**config.mk**
```make
export PLATFORM = sky130hd
export DESIGN_NAME = seq_divider_flat
export DESIGN_NICKNAME = d
export VERILOG_FILES = /design/src/rtl/seq_divider_if.sv /design/src/rtl/seq_divider.sv /design/src/flat_wrapper.sv
export SDC_FILE = /design/constraint.sdc
export NUM_CORES = 1
export LEC_CHECK = 0
export CORE_MARGIN = 1
export CORE_UTILIZATION = 34
export CTS_CLUSTER_DIAMETER = 120
export DETAILED_ROUTE_END_ITERATION = 10
export SLEW_MARGIN = 0
export SYNTH_ARGS = -nofsm -noshare
export SYNTH_HDL_FRONTEND = slang
export SYNTH_SLANG_ARGS = --single-unit
```
**constraint.sdc**
```tcl
create_clock -name clk -period 6.3 [get_ports clk]
set_input_delay 0.945 -clock clk [delete_from_list [all_inputs] [get_ports clk]]
set_output_delay 0.945 -clock clk [all_outputs]
set_load 0.01 [all_outputs]
```
**src/rtl/seq_divider_if.sv**
```systemverilog
// Operand/result bundle for the sequential divider, start/ready handshake.
// The master drives the operands and start; the slave (the divider) drives results and status.
interface seq_divider_if #(
    parameter int WIDTH = 8
);
    logic                   start;
    logic [2*WIDTH-1:0]     dividend;
    logic [WIDTH-1:0]       divisor;
    logic [WIDTH-1:0]       quotient;
    logic [WIDTH-1:0]       remainder;
    logic                   ready;
    logic                   div_by_zero;
    logic                   overflow;

    modport master (
        output start, dividend, divisor,
        input  quotient, remainder, ready, div_by_zero, overflow
    );

    modport slave (
        input  start, dividend, divisor,
        output quotient, remainder, ready, div_by_zero, overflow
    );
endinterface

```
**src/rtl/seq_divider.sv**
```systemverilog
// Restoring shift/subtract divider: 2*WIDTH-bit dividend by WIDTH-bit divisor, one quotient bit per clock.
// Define DIV_SIGNED_EN for two's-complement operands; the default build is unsigned.
module seq_divider #(
    parameter int WIDTH = 8
) (
    input  logic            clk,
    input  logic            rst,
    seq_divider_if.slave    bus
);
    localparam int CW = $clog2(WIDTH);
    localparam logic [CW-1:0] LAST_COUNT = CW'(WIDTH - 1);

    typedef enum logic [1:0] {IDLE, CHECK, DIV, FIX} state_t;

    state_t             state_reg, state_next;
    logic [WIDTH:0]     part_rem_reg, part_rem_next;
    logic [WIDTH-1:0]   low_reg, low_next;
    logic [WIDTH-1:0]   divisor_reg, divisor_next;
    logic [CW-1:0]      count_reg, count_next;
    logic               pend_zero_reg, pend_zero_next;
    logic               pend_ovf_reg, pend_ovf_next;
    logic [WIDTH-1:0]   quotient_reg, quotient_next;
    logic [WIDTH-1:0]   remainder_reg, remainder_next;
    logic               ready_reg, ready_next;
    logic               dbz_reg, dbz_next;
    logic               ovf_reg, ovf_next;

`ifdef DIV_SIGNED_EN
    localparam logic [WIDTH-1:0] POS_MAX = {1'b0, {(WIDTH-1){1'b1}}};
    localparam logic [WIDTH-1:0] NEG_MAX = {1'b1, {(WIDTH-1){1'b0}}};
    logic neg_dd_reg, neg_dd_next;
    logic neg_dv_reg, neg_dv_next;
    logic q_neg;
`endif

    logic [2*WIDTH-1:0] dd_abs;
    logic [WIDTH-1:0]   dv_abs;
    logic [WIDTH+1:0]   rem_shift;
    logic [WIDTH+1:0]   trial;

    always_comb begin
        state_next     = state_reg;
        part_rem_next  = part_rem_reg;
        low_next       = low_reg;
        divisor_next   = divisor_reg;
        count_next     = count_reg;
        pend_zero_next = pend_zero_reg;
        pend_ovf_next  = pend_ovf_reg;
        quotient_next  = quotient_reg;
        remainder_next = remainder_reg;
        ready_next     = ready_reg;
        dbz_next       = dbz_reg;
        ovf_next       = ovf_reg;
        dd_abs         = bus.dividend;
        dv_abs         = bus.divisor;
        rem_shift      = {part_rem_reg, low_reg[WIDTH-1]};
        trial          = rem_shift - {2'b00, divisor_reg};
`ifdef DIV_SIGNED_EN
        neg_dd_next    = neg_dd_reg;
        neg_dv_next    = neg_dv_reg;
        q_neg          = neg_dd_reg ^ neg_dv_reg;
        if (bus.dividend[2*WIDTH-1]) begin
            dd_abs = (2*WIDTH)'(0) - bus.dividend;
        end
        if (bus.divisor[WIDTH-1]) begin
            dv_abs = WIDTH'(0) - bus.divisor;
        end
`endif

        case (state_reg)
            IDLE: begin
                if (bus.start) begin
                    // High half goes straight into the partial remainder; CHECK compares it.
                    part_rem_next = {1'b0, dd_abs[2*WIDTH-1:WIDTH]};
                    low_next      = dd_abs[WIDTH-1:0];
                    divisor_next  = dv_abs;
`ifdef DIV_SIGNED_EN
                    neg_dd_next   = bus.dividend[2*WIDTH-1];
                    neg_dv_next   = bus.divisor[WIDTH-1];
`endif
                    ready_next    = 1'b0;
                    state_next    = CHECK;
                end
            end

            CHECK: begin
                // Errors still pass through FIX so the error path takes two edges end to end.
                pend_zero_next = 1'b0;
                pend_ovf_next  = 1'b0;
                count_next     = '0;
                if (divisor_reg == '0) begin
                    pend_zero_next = 1'b1;
                    state_next     = FIX;
                end else if (part_rem_reg[WIDTH-1:0] >= divisor_reg) begin
                    pend_ovf_next  = 1'b1;
                    state_next     = FIX;
                end else begin
                    state_next     = DIV;
                end
            end

            DIV: begin
                if (!trial[WIDTH+1]) begin
                    part_rem_next = trial[WIDTH:0];
                    low_next      = {low_reg[WIDTH-2:0], 1'b1};
                end else begin
                    part_rem_next = rem_shift[WIDTH:0];
                    low_next      = {low_reg[WIDTH-2:0], 1'b0};
                end
                if (count_reg == LAST_COUNT) begin
                    count_next = '0;
                    state_next = FIX;
                end else begin
                    count_next = count_reg + 1'b1;
                end
            end

            FIX: begin
                quotient_next  = '0;
                remainder_next = '0;
                dbz_next       = 1'b0;
                ovf_next       = 1'b0;
                if (pend_zero_reg) begin
                    dbz_next = 1'b1;
                end else if (pend_ovf_reg) begin
                    ovf_next = 1'b1;
                end else begin
`ifdef DIV_SIGNED_EN
                    // A negative quotient may reach one step further than a positive one.
                    if ((!q_neg && (low_reg > POS_MAX)) || (q_neg && (low_reg > NEG_MAX))) begin
                        ovf_next = 1'b1;
                    end else begin
                        quotient_next  = q_neg ? (WIDTH'(0) - low_reg) : low_reg;
                        remainder_next = neg_dd_reg ? (WIDTH'(0) - part_rem_reg[WIDTH-1:0])
                                                    : part_rem_reg[WIDTH-1:0];
                    end
`else
                    quotient_next  = low_reg;
                    remainder_next = part_rem_reg[WIDTH-1:0];
`endif
                end
                pend_zero_next = 1'b0;
                pend_ovf_next  = 1'b0;
                ready_next     = 1'b1;
                state_next     = IDLE;
            end

            default: begin
                state_next = IDLE;
                ready_next = 1'b1;
            end
        endcase
    end

    always_ff @(posedge clk or negedge rst) begin
        if (!rst) begin
            state_reg     <= IDLE;
            part_rem_reg  <= '0;
            low_reg       <= '0;
            divisor_reg   <= '0;
            count_reg     <= '0;
            pend_zero_reg <= 1'b0;
            pend_ovf_reg  <= 1'b0;
            quotient_reg  <= '0;
            remainder_reg <= '0;
            ready_reg     <= 1'b1;
            dbz_reg       <= 1'b0;
            ovf_reg       <= 1'b0;
`ifdef DIV_SIGNED_EN
            neg_dd_reg    <= 1'b0;
            neg_dv_reg    <= 1'b0;
`endif
        end else begin
            state_reg     <= state_next;
            part_rem_reg  <= part_rem_next;
            low_reg       <= low_next;
            divisor_reg   <= divisor_next;
            count_reg     <= count_next;
            pend_zero_reg <= pend_zero_next;
            pend_ovf_reg  <= pend_ovf_next;
            quotient_reg  <= quotient_next;
            remainder_reg <= remainder_next;
            ready_reg     <= ready_next;
            dbz_reg       <= dbz_next;
            ovf_reg       <= ovf_next;
`ifdef DIV_SIGNED_EN
            neg_dd_reg    <= neg_dd_next;
            neg_dv_reg    <= neg_dv_next;
`endif
        end
    end

    assign bus.quotient    = quotient_reg;
    assign bus.remainder   = remainder_reg;
    assign bus.ready       = ready_reg;
    assign bus.div_by_zero = dbz_reg;
    assign bus.overflow    = ovf_reg;
endmodule

```
**src/flat_wrapper.sv**
```systemverilog
// flat-port wrapper written by rule: the top's interface ports become plain ports
module seq_divider_flat 
#(
    parameter int WIDTH = 8
)
  (clk, rst, bus_start, bus_dividend, bus_divisor, bus_quotient, bus_remainder, bus_ready, bus_div_by_zero, bus_overflow);
  seq_divider_if #(.WIDTH(WIDTH)) bus_i ();
  input  logic clk;
  input  logic rst;
  input wire logic [$bits(bus_i.start)-1:0] bus_start;
  input wire logic [$bits(bus_i.dividend)-1:0] bus_dividend;
  input wire logic [$bits(bus_i.divisor)-1:0] bus_divisor;
  output wire logic [$bits(bus_i.quotient)-1:0] bus_quotient;
  output wire logic [$bits(bus_i.remainder)-1:0] bus_remainder;
  output wire logic [$bits(bus_i.ready)-1:0] bus_ready;
  output wire logic [$bits(bus_i.div_by_zero)-1:0] bus_div_by_zero;
  output wire logic [$bits(bus_i.overflow)-1:0] bus_overflow;
  assign bus_i.start = bus_start;
  assign bus_i.dividend = bus_dividend;
  assign bus_i.divisor = bus_divisor;
  assign bus_quotient = bus_i.quotient;
  assign bus_remainder = bus_i.remainder;
  assign bus_ready = bus_i.ready;
  assign bus_div_by_zero = bus_i.div_by_zero;
  assign bus_overflow = bus_i.overflow;
  seq_divider #(.WIDTH(WIDTH)) u_core (.clk(clk), .rst(rst), .bus(bus_i));
endmodule
```
Word-level counts from Yosys, hierarchy flattened
Index checks and enable logic that the tools add are counted.
{"block": "word_totals", "ff_bits": 51, "input_bits": 27, "wordCells": 58}
{"block": "classes", "add_sub_neg": 2, "n_lt_le_gt_ge": 1, "n_eq_ne": 6, "muxes": 27, "n_reduce_logical": 10}
{"operator": "$mux W8", "n": 5}
{"operator": "$mux W9", "n": 2}
{"operator": "$pmux W9 S2", "n": 1}
{"operator": "$pmux W8 S2", "n": 1}
{"operator": "$sub A10 B8 Y10", "n": 1}
{"operator": "$mux W1", "n": 9}
{"operator": "$ge A8 B8 Y1", "n": 1}
{"operator": "$logic_not A8 Y1", "n": 1}
{"operator": "$pmux W2 S4", "n": 1}
{"operator": "$reduce_and A2 Y1", "n": 4}
{"operator": "$reduce_bool A2 Y1", "n": 4}
{"operator": "$mux W2", "n": 3}
{"operator": "$pmux W1 S2", "n": 3}
{"operator": "$pmux W3 S2", "n": 1}
{"operator": "$eq A2 B2 Y1 const B", "n": 2}
{"operator": "$add A3 B1 Y3 const B", "n": 1}
{"operator": "$eq A3 B3 Y1 const B", "n": 1}
{"operator": "$mux W3", "n": 1}
{"operator": "$eq A2 B1 Y1 const B", "n": 1}
{"operator": "$logic_not A2 Y1", "n": 1}
{"operator": "$ne A2 B1 Y1 const B", "n": 1}
{"operator": "$ne A2 B2 Y1 const B", "n": 1}

Longest topological paths before layout
Gate-level depths: netlist of run 1.
{"block": "depth", "word_depth": 4, "ltp_mapped": 9, "ltp_nobuf": 9}

Worst setup path after synthesis of run 1
No wires, ideal clock.
{"block": "synth_timing", "kind": "input to register", "startpoint": "input bus_start", "endpoint": "register u_core.part_rem_reg[1]", "setup_ns": 0.080, "arrival_ns": 2.011, "t_required_ns": 6.220, "slack_ns": 4.209, "stages": 6, "path_buffers": 2, "cell_sequence": "nand2_1 > clkbuf_1 > o21a_1 > clkbuf_1 > a21oi_1 > o22ai_2"}
{"block": "synth_via", "elab_chain_cells": 2}
{"item": "start, declared", "line_no": "flat_wrapper.sv:10", "text": "input wire logic [$bits(bus_i.start)-1:0] bus_start;"}
{"item": "$ne A2 B2 Y1 (no line)"}
{"item": "$reduce_and A2 Y1 (no line)"}
{"item": "end signal, assigned", "line_no": "seq_divider.sv:175", "text": "part_rem_reg <= part_rem_next;"}
{"item": "end, declared", "line_no": "seq_divider.sv:16", "text": "logic [WIDTH:0] part_rem_reg, part_rem_next;"}
Every way passes these cells.
A chain may end at the register's enable or synchronous reset.

Worst setup path after layout of run 1
{"block": "layout_timing", "startpoint": "register u_core.state_reg[0]", "endpoint": "register u_core.part_rem_reg[6]"}
{"block": "layout_via", "elab_chain_cells": 3, "elab_cells_between_ends": 6, "cone_classes": "eq/ne (2); mux (1); reduce/logical (3)"}
{"item": "start, declared", "line_no": "seq_divider.sv:15", "text": "state_t state_reg, state_next;"}
{"item": "start signal, assigned", "line_no": "seq_divider.sv:174", "text": "state_reg <= state_next;"}
{"item": "$eq A2 B2 Y1 / $logic_not A2 Y1 (equally long branches)", "line_no": "seq_divider.sv:70", "text": "case (state_reg)"}
{"item": "$reduce_bool A2 Y1 (no line) / $ne A2 B2 Y1 (equally long branches)"}
{"item": "$reduce_and A2 Y1 (no line)"}
Several ways; a longest one is shown, not always the timed one.

==> results of run 1 <==
[worst max-delay path, stage by stage (launching register included)]
cell	delay (ns)
dfrtp_1	0.44
inv_1	0.11
ha_1	0.71
inv_1	0.41
o21a_1	0.56
a21oi_1	0.25
o21ai_1	0.09
a31o_2	0.21
[final cells by class]
cell class / instances / area (um^2)
multi-input combinational: 215 / 1500
clock buffer: 6 / 72.6
timing repair buffer: 48 / 468
clock inverter: 2 / 12.5
fill: 835 / 4720
inverter: 32 / 120
tap: 105 / 131
sequential: 51 / 1280
[worst min path at each step]
stage                      startpoint                     end  depth (start not counted)
floorplan           u_core.low_reg[1]  u_core.bus.quotient[1]                          2
global placement     u_core.bus.ready        u_core.bus.ready                          2
detailed placement   u_core.bus.ready        u_core.bus.ready                          2
CTS                  u_core.bus.ready        u_core.bus.ready                          2
global route         u_core.bus.ready        u_core.bus.ready                          2
finish               u_core.bus.ready        u_core.bus.ready                          2
[metrics by stage]
stage,worst slack (ns),instance area [um^2],util (%)
floorplan,4.21,2960,-
global placement,3.44,3490,42.1
detailed placement,3.40,3490,42.1
CTS,3.39,3580,43.1
global route,3.17,3580,43.1
finish,3.40,3580,43.1
[cells by family (layout without fill, tap and decap cells)]
family,count (synthesis),count (layout)
AOI/OAI and AO/OA,88,88
xor gates and xnor gates,5,5
adders and majority gates,23,23
buffers and inverters,44,88
DFF,51,51
muxes,25,25
and+or+nand+nor,74,74
[power by group through the flow]
stage                     logic [mW]  clock network [mW]  registers, mW
final                           1.28               0.188          0.611
after global routing            1.45               0.208          0.638
after CTS                       1.29               0.194          0.613
after detailed placement        1.29                   0          0.620
after global placement          1.25                   0          0.614
after floorplan                0.956                   0          0.602
[Yosys cell counts, drive strengths merged (3+ instances only)]
cell | count | area share [%]
mux2 | 12 | 4.8
o21a | 5 | 1.3
dfrtp | 50 | 42
ha | 22 | 9.3
and3 | 3 | 0.64
nand2 | 31 | 3.9
a21o | 4 | 1.1
o211ai | 4 | 1.0
a21oi | 17 | 2.9
o21ai | 41 | 6.9
mux2i | 13 | 4.4
nor2 | 18 | 2.3
o22ai | 6 | 1.7
xnor2 | 3 | 0.89
clkbuf | 10 | 1.3
nor2b | 4 | 0.85
nand3 | 6 | 1.0
inv | 32 | 4.1
[layer usage]
metal	part of all wire [%]	routed length, um	vias to the layer above	GRT usage, %
met5	0	0	-	0
met4	1.5	101	0	4.04
met3	4.1	268	10	2.95
met2	47	3080	54	25.1
met1	48	3150	1105	22.0
li1	-	-	1164	-
==> impl_metrics.csv, run 1 <==
group,metric,value,unit
cells_and_area,drive_gt1_share,8.76,%
power_and_ir_drop,pwr-share-comb,61.6,%
worst_setup_path,cp-start-kind,"flop",
routing,wl_per_cell,14.4,um
routing,postRouteAntennaNets,0,
worst_setup_path,critPathLaunch,"u_core.state_reg[0]",
synth,synth_top_family_by_area,"compound AO/OA/AOI/OAI gates",
power_and_ir_drop,power,2.08,mW
synth,yosys.area_share.xor_xnor,1.48,%
synth,synth_top_flop_cell,"dfrtp_1",
cells_and_area,layout_commonest_cell,"dfrtp_1",
clocking,clk_pin_slew,0.09,ns
synth,syn_avg_cell_area,9.53,um^2
clocking,postCtsSetupBuffers,0,
worst_setup_path,endpoint,"u_core.part_rem_reg[6]",
timing,hold_viol,0,
power_and_ir_drop,ir_drop,0.298,mV
routing,drc,0,
worst_setup_path,r2r_cells,7,
routing,post_drt_via_cell_ratio,5.08,
power_and_ir_drop,power_leakage,1.58,nW
cells_and_area,layoutNonFillerInstCount,459,
timing,hold-worst-slack,0.505,ns
synth,synth-adder-area-share,9.99,%
timing,timing.final.crit_share,46.0,%
clocking,cts_tree,"yes",
synth,ys_async_sr_fraction,100,%
clocking,h-tree-depth,2,
job,drv_cap,0,
routing,detail_route.wirelength,6600,um
synth,ys_warn_count,0,
timing,finalSetupTns,0,ns
floorplanning,die_h,95.2,um
status,status,"finished clean",
worst_setup_path,crit_fanout,24,
floorplanning,row_count,33,
power_and_ir_drop,p_seq_share,29.4,%
routing,vias,2333,
power_and_ir_drop,power_density,581,nW/um^2
timing,grt_setup_unrepaired,"false",
floorplanning,coreArea,8300,um^2
power_and_ir_drop,p_sw_share,44.3,%
clocking,postCtsHoldBufs,0,
global_route,overflow,0,
cells_and_area,area_delta_synth_final,21.1,%
cells_and_area,largest_reg_flops,9,
routing,drtPass1Iterations,4,
floorplanning,dieArea,9070,um^2
timing,slew_headroom,43.8,%
synth,synth-edff-count,0,
cells_and_area,antenna_cells,0,
synth,seq_area_frac_synth,43.2,%
worst_setup_path,cp-end-kind,"flop",
cells_and_area,nets,403,
global_route,grt_pass1_vias,2239,
placement,dp_hpwl,4870,um
floorplanning,die_x,95.2,um
clocking,clkLatencyLatePin,0.30,ns
synth,synth_cells,310,
global_route,grt_usage,15.8,%
timing,tightestPinTransition,0.843,ns
clocking,cts_resized,0,
placement,place_congestion,0.763,
power_and_ir_drop,internal_power,1.16,mW
global_route,grt_pass1_wl,11000,um
worst_setup_path,arrival,3.09,ns
synth,synth.net_count,360,
synth,synth_compound_area_share,18.5,%
worst_setup_path,path_class,"flop to flop",
routing,first_iter_violations,86,
synth,yosys_register_bits,51,
global_route,grt_max_degree,52,
timing,period_needed,2.90,ns
worst_setup_path,crit_required,6.50,ns
cells_and_area,layout_common_cells,"50 x dfrtp_1, 44 x clkdlybuf4s50_1, 39 x o21ai_0",
power_and_ir_drop,clkPwrFrac,9.0,%
global_route,antenna_found_initial,0,
timing,setup_viol,0,
placement,dp.cells,451,
worst_setup_path,rr_endpoint,"u_core.part_rem_reg[6]",
clocking,cts_sinks,51,
worst_setup_path,reg2reg_slack,3.40,ns
timing,final.setup_skew,0.00710,ns
synth,synth_mux_area_share,9.23,%
placement,port_buffers,45,
timing,max_freq,345,MHz
synth,synth_cell_types,45,
synth,synthesis.area,2960,um^2
worst_setup_path,rr_startpoint,"u_core.state_reg[0]",
synth,yosys.area_share.simple,11.5,%
clocking,numCtsBuffers,5,
power_and_ir_drop,p_sw,0.921,mW
floorplanning,initial_core_util,35.6,%
clocking,cts-root-buf,"clkbuf_8",
worst_hold_path,hp-class,"flop to flop",
clocking,cts_max_path_buffers,2,
floorplanning,io_pins,46,
timing,drv_slew,0,
No activity file was read; power rests on OpenSTA's default activity.
==> run 2: changes to the inputs <==
- clock period: 6.3 -> 2.8 ns (I/O delays scaled with it)
==> run 2 against run 1 <==
First-iteration DRC count rose by 57%. Via count decreased by 1.3%. Routed wire length is 0.94% higher. Utilization increased by 0.45 points. Highest routed layer unchanged.
==> impl_metrics.csv, run 2 (synthesized netlist as in run 1, its figures left out) <==
group,metric,value,unit
status,status,"finished clean",
worst_setup_path,cp-end-kind,"flop",
routing,first_iter_violations,135,
routing,drc,0,
cells_and_area,nets,408,
cells_and_area,antenna_cells,0,
routing,post_drt_via_cell_ratio,4.96,
routing,wl_per_cell,14.4,um
routing,postRouteAntennaNets,0,
cells_and_area,fin_area,3620,um^2
floorplanning,coreArea,8300,um^2
worst_setup_path,path_class,"flop to flop",
clocking,clkLatencyLatePin,0.30,ns
worst_setup_path,critPathLaunch,"u_core.part_rem_reg[3]",
placement,place_congestion,0.762,
clocking,postCtsHoldBufs,0,
timing,hold_viol,0,
worst_setup_path,arrival,2.56,ns
clocking,h-tree-depth,2,
placement,dp.cells,456,
global_route,grt_pass1_wl,11200,um
global_route,grt_pass1_vias,2327,
timing,timing.final.crit_share,83.2,%
timing,tightestPinTransition,0.476,ns
floorplanning,die_x,95.2,um
worst_setup_path,crit_required,3.03,ns
global_route,antenna_found_initial,0,
cells_and_area,layoutNonFillerInstCount,464,
global_route,grt_max_degree,35,
power_and_ir_drop,p_sw_share,44.0,%
global_route,grt_usage,16.2,%
routing,vias,2302,
clocking,cts_max_path_buffers,2,
power_and_ir_drop,internal_power,2.65,mW
worst_setup_path,cp-start-kind,"flop",
timing,grt_setup_unrepaired,"false",
placement,placed_area,3530,um^2
power_and_ir_drop,p_seq_share,28.9,%
cells_and_area,utilization,43.6,%
floorplanning,row_count,33,
timing,setup_slack,0.471,ns
routing,detail_route.wirelength,6660,um
global_route,overflow,0,
timing,slew_headroom,67.9,%
floorplanning,initial_core_util,35.6,%
clocking,cts_tree,"yes",
cells_and_area,area_delta_synth_final,22.4,%
worst_hold_path,hp-class,"input port to async pin",
power_and_ir_drop,ir_drop,0.516,mV
power_and_ir_drop,power_leakage,1.61,nW
cells_and_area,layout_commonest_cell,"dfrtp_1",
timing,max_freq,429,MHz
power_and_ir_drop,p_sw,2.08,mW
placement,port_buffers,45,
routing,drtPass1Iterations,4,
floorplanning,dieArea,9070,um^2
job,drv_cap,0,
worst_setup_path,rr_startpoint,"u_core.part_rem_reg[3]",
placement,dp_hpwl,5060,um
floorplanning,io_pins,46,
power_and_ir_drop,power,4.73,mW
cells_and_area,largest_reg_flops,9,
timing,period_needed,2.33,ns
worst_setup_path,crit_fanout,12,
clocking,postCtsSetupBuffers,0,
power_and_ir_drop,clkPwrFrac,8.9,%
timing,hold-worst-slack,0.0223,ns
cells_and_area,layout_common_cells,"50 x dfrtp_1, 44 x clkdlybuf4s50_1, 39 x o21ai_0",
power_and_ir_drop,pwr-share-comb,62.2,%
timing,setup_viol,0,
clocking,clk_pin_slew,0.10,ns
power_and_ir_drop,power_density,1310,nW/um^2
timing,finalSetupTns,0,ns
timing,drv_slew,0,
clocking,cts_resized,0,
clocking,numCtsBuffers,5,
clocking,cts_sinks,51,
placement,dp_slack,0.514,ns
floorplanning,die_h,95.2,um
cells_and_area,drive_gt1_share,10.0,%
clocking,cts-root-buf,"clkbuf_8",
timing,final.setup_skew,0.00588,ns
## run 2: worst paths after layout
| path | end | slack [ns] | depth (start not counted) |
|---|---|---|---|
| setup / recovery | u_core.part_rem_reg[1] | 0.47 | 7 |
| hold / removal | u_core.bus.quotient[3] | 0.02 | 1 |
| setup reg to reg | u_core.part_rem_reg[1] | 0.47 | 7 |
| hold reg to reg | u_core.bus.ready | 0.51 | 2 |
| max in group asynchronous | u_core.bus.ready | 1.96 | 2 |
| min in group clk | u_core.bus.ready | 0.51 | 2 |
## run 2: power groups by stage
stage | clock, mW | sequential (mW) | combinational, mW
3_5_place_dp | 0 | 1.39 | 2.95
4_1_cts | 0.437 | 1.37 | 2.96
6_report | 0.420 | 1.37 | 2.94
2_1_floorplan | 0 | 1.36 | 2.15
3_3_place_gp | 0 | 1.37 | 2.90
5_1_grt | 0.465 | 1.43 | 3.29
## run 2: routing by layer
metal / global-route usage, % / up-vias / share of wire, %
li1: - / 1170 / -
met1: 22.0 / 1085 / 47
met2: 26.8 / 43 / 49
met3: 2.95 / 4 / 3.1
met4: 3.41 / 0 / 0.66
met5: 0 / - / 0
## run 2: worst max-delay path, stage by stage (launching register included)
cell and delay, ns:
dfrtp_1 0.44, ha_1 0.36, and2_1 0.20, a221oi_2 0.30, a21oi_1 0.15, o211a_4 0.35
mux2_4 0.32, o22ai_2 0.13
## run 2: area by class of cell
type	instances	area, um^2
Timing Repair Buffer	53	505
Clock inverter	2	12.5
Tap cell	105	131
Sequential cell	51	1280
Fill cell	816	4680
Inverter	32	120
Multi-Input combinational cell	215	1500
Clock buffer	6	72.6
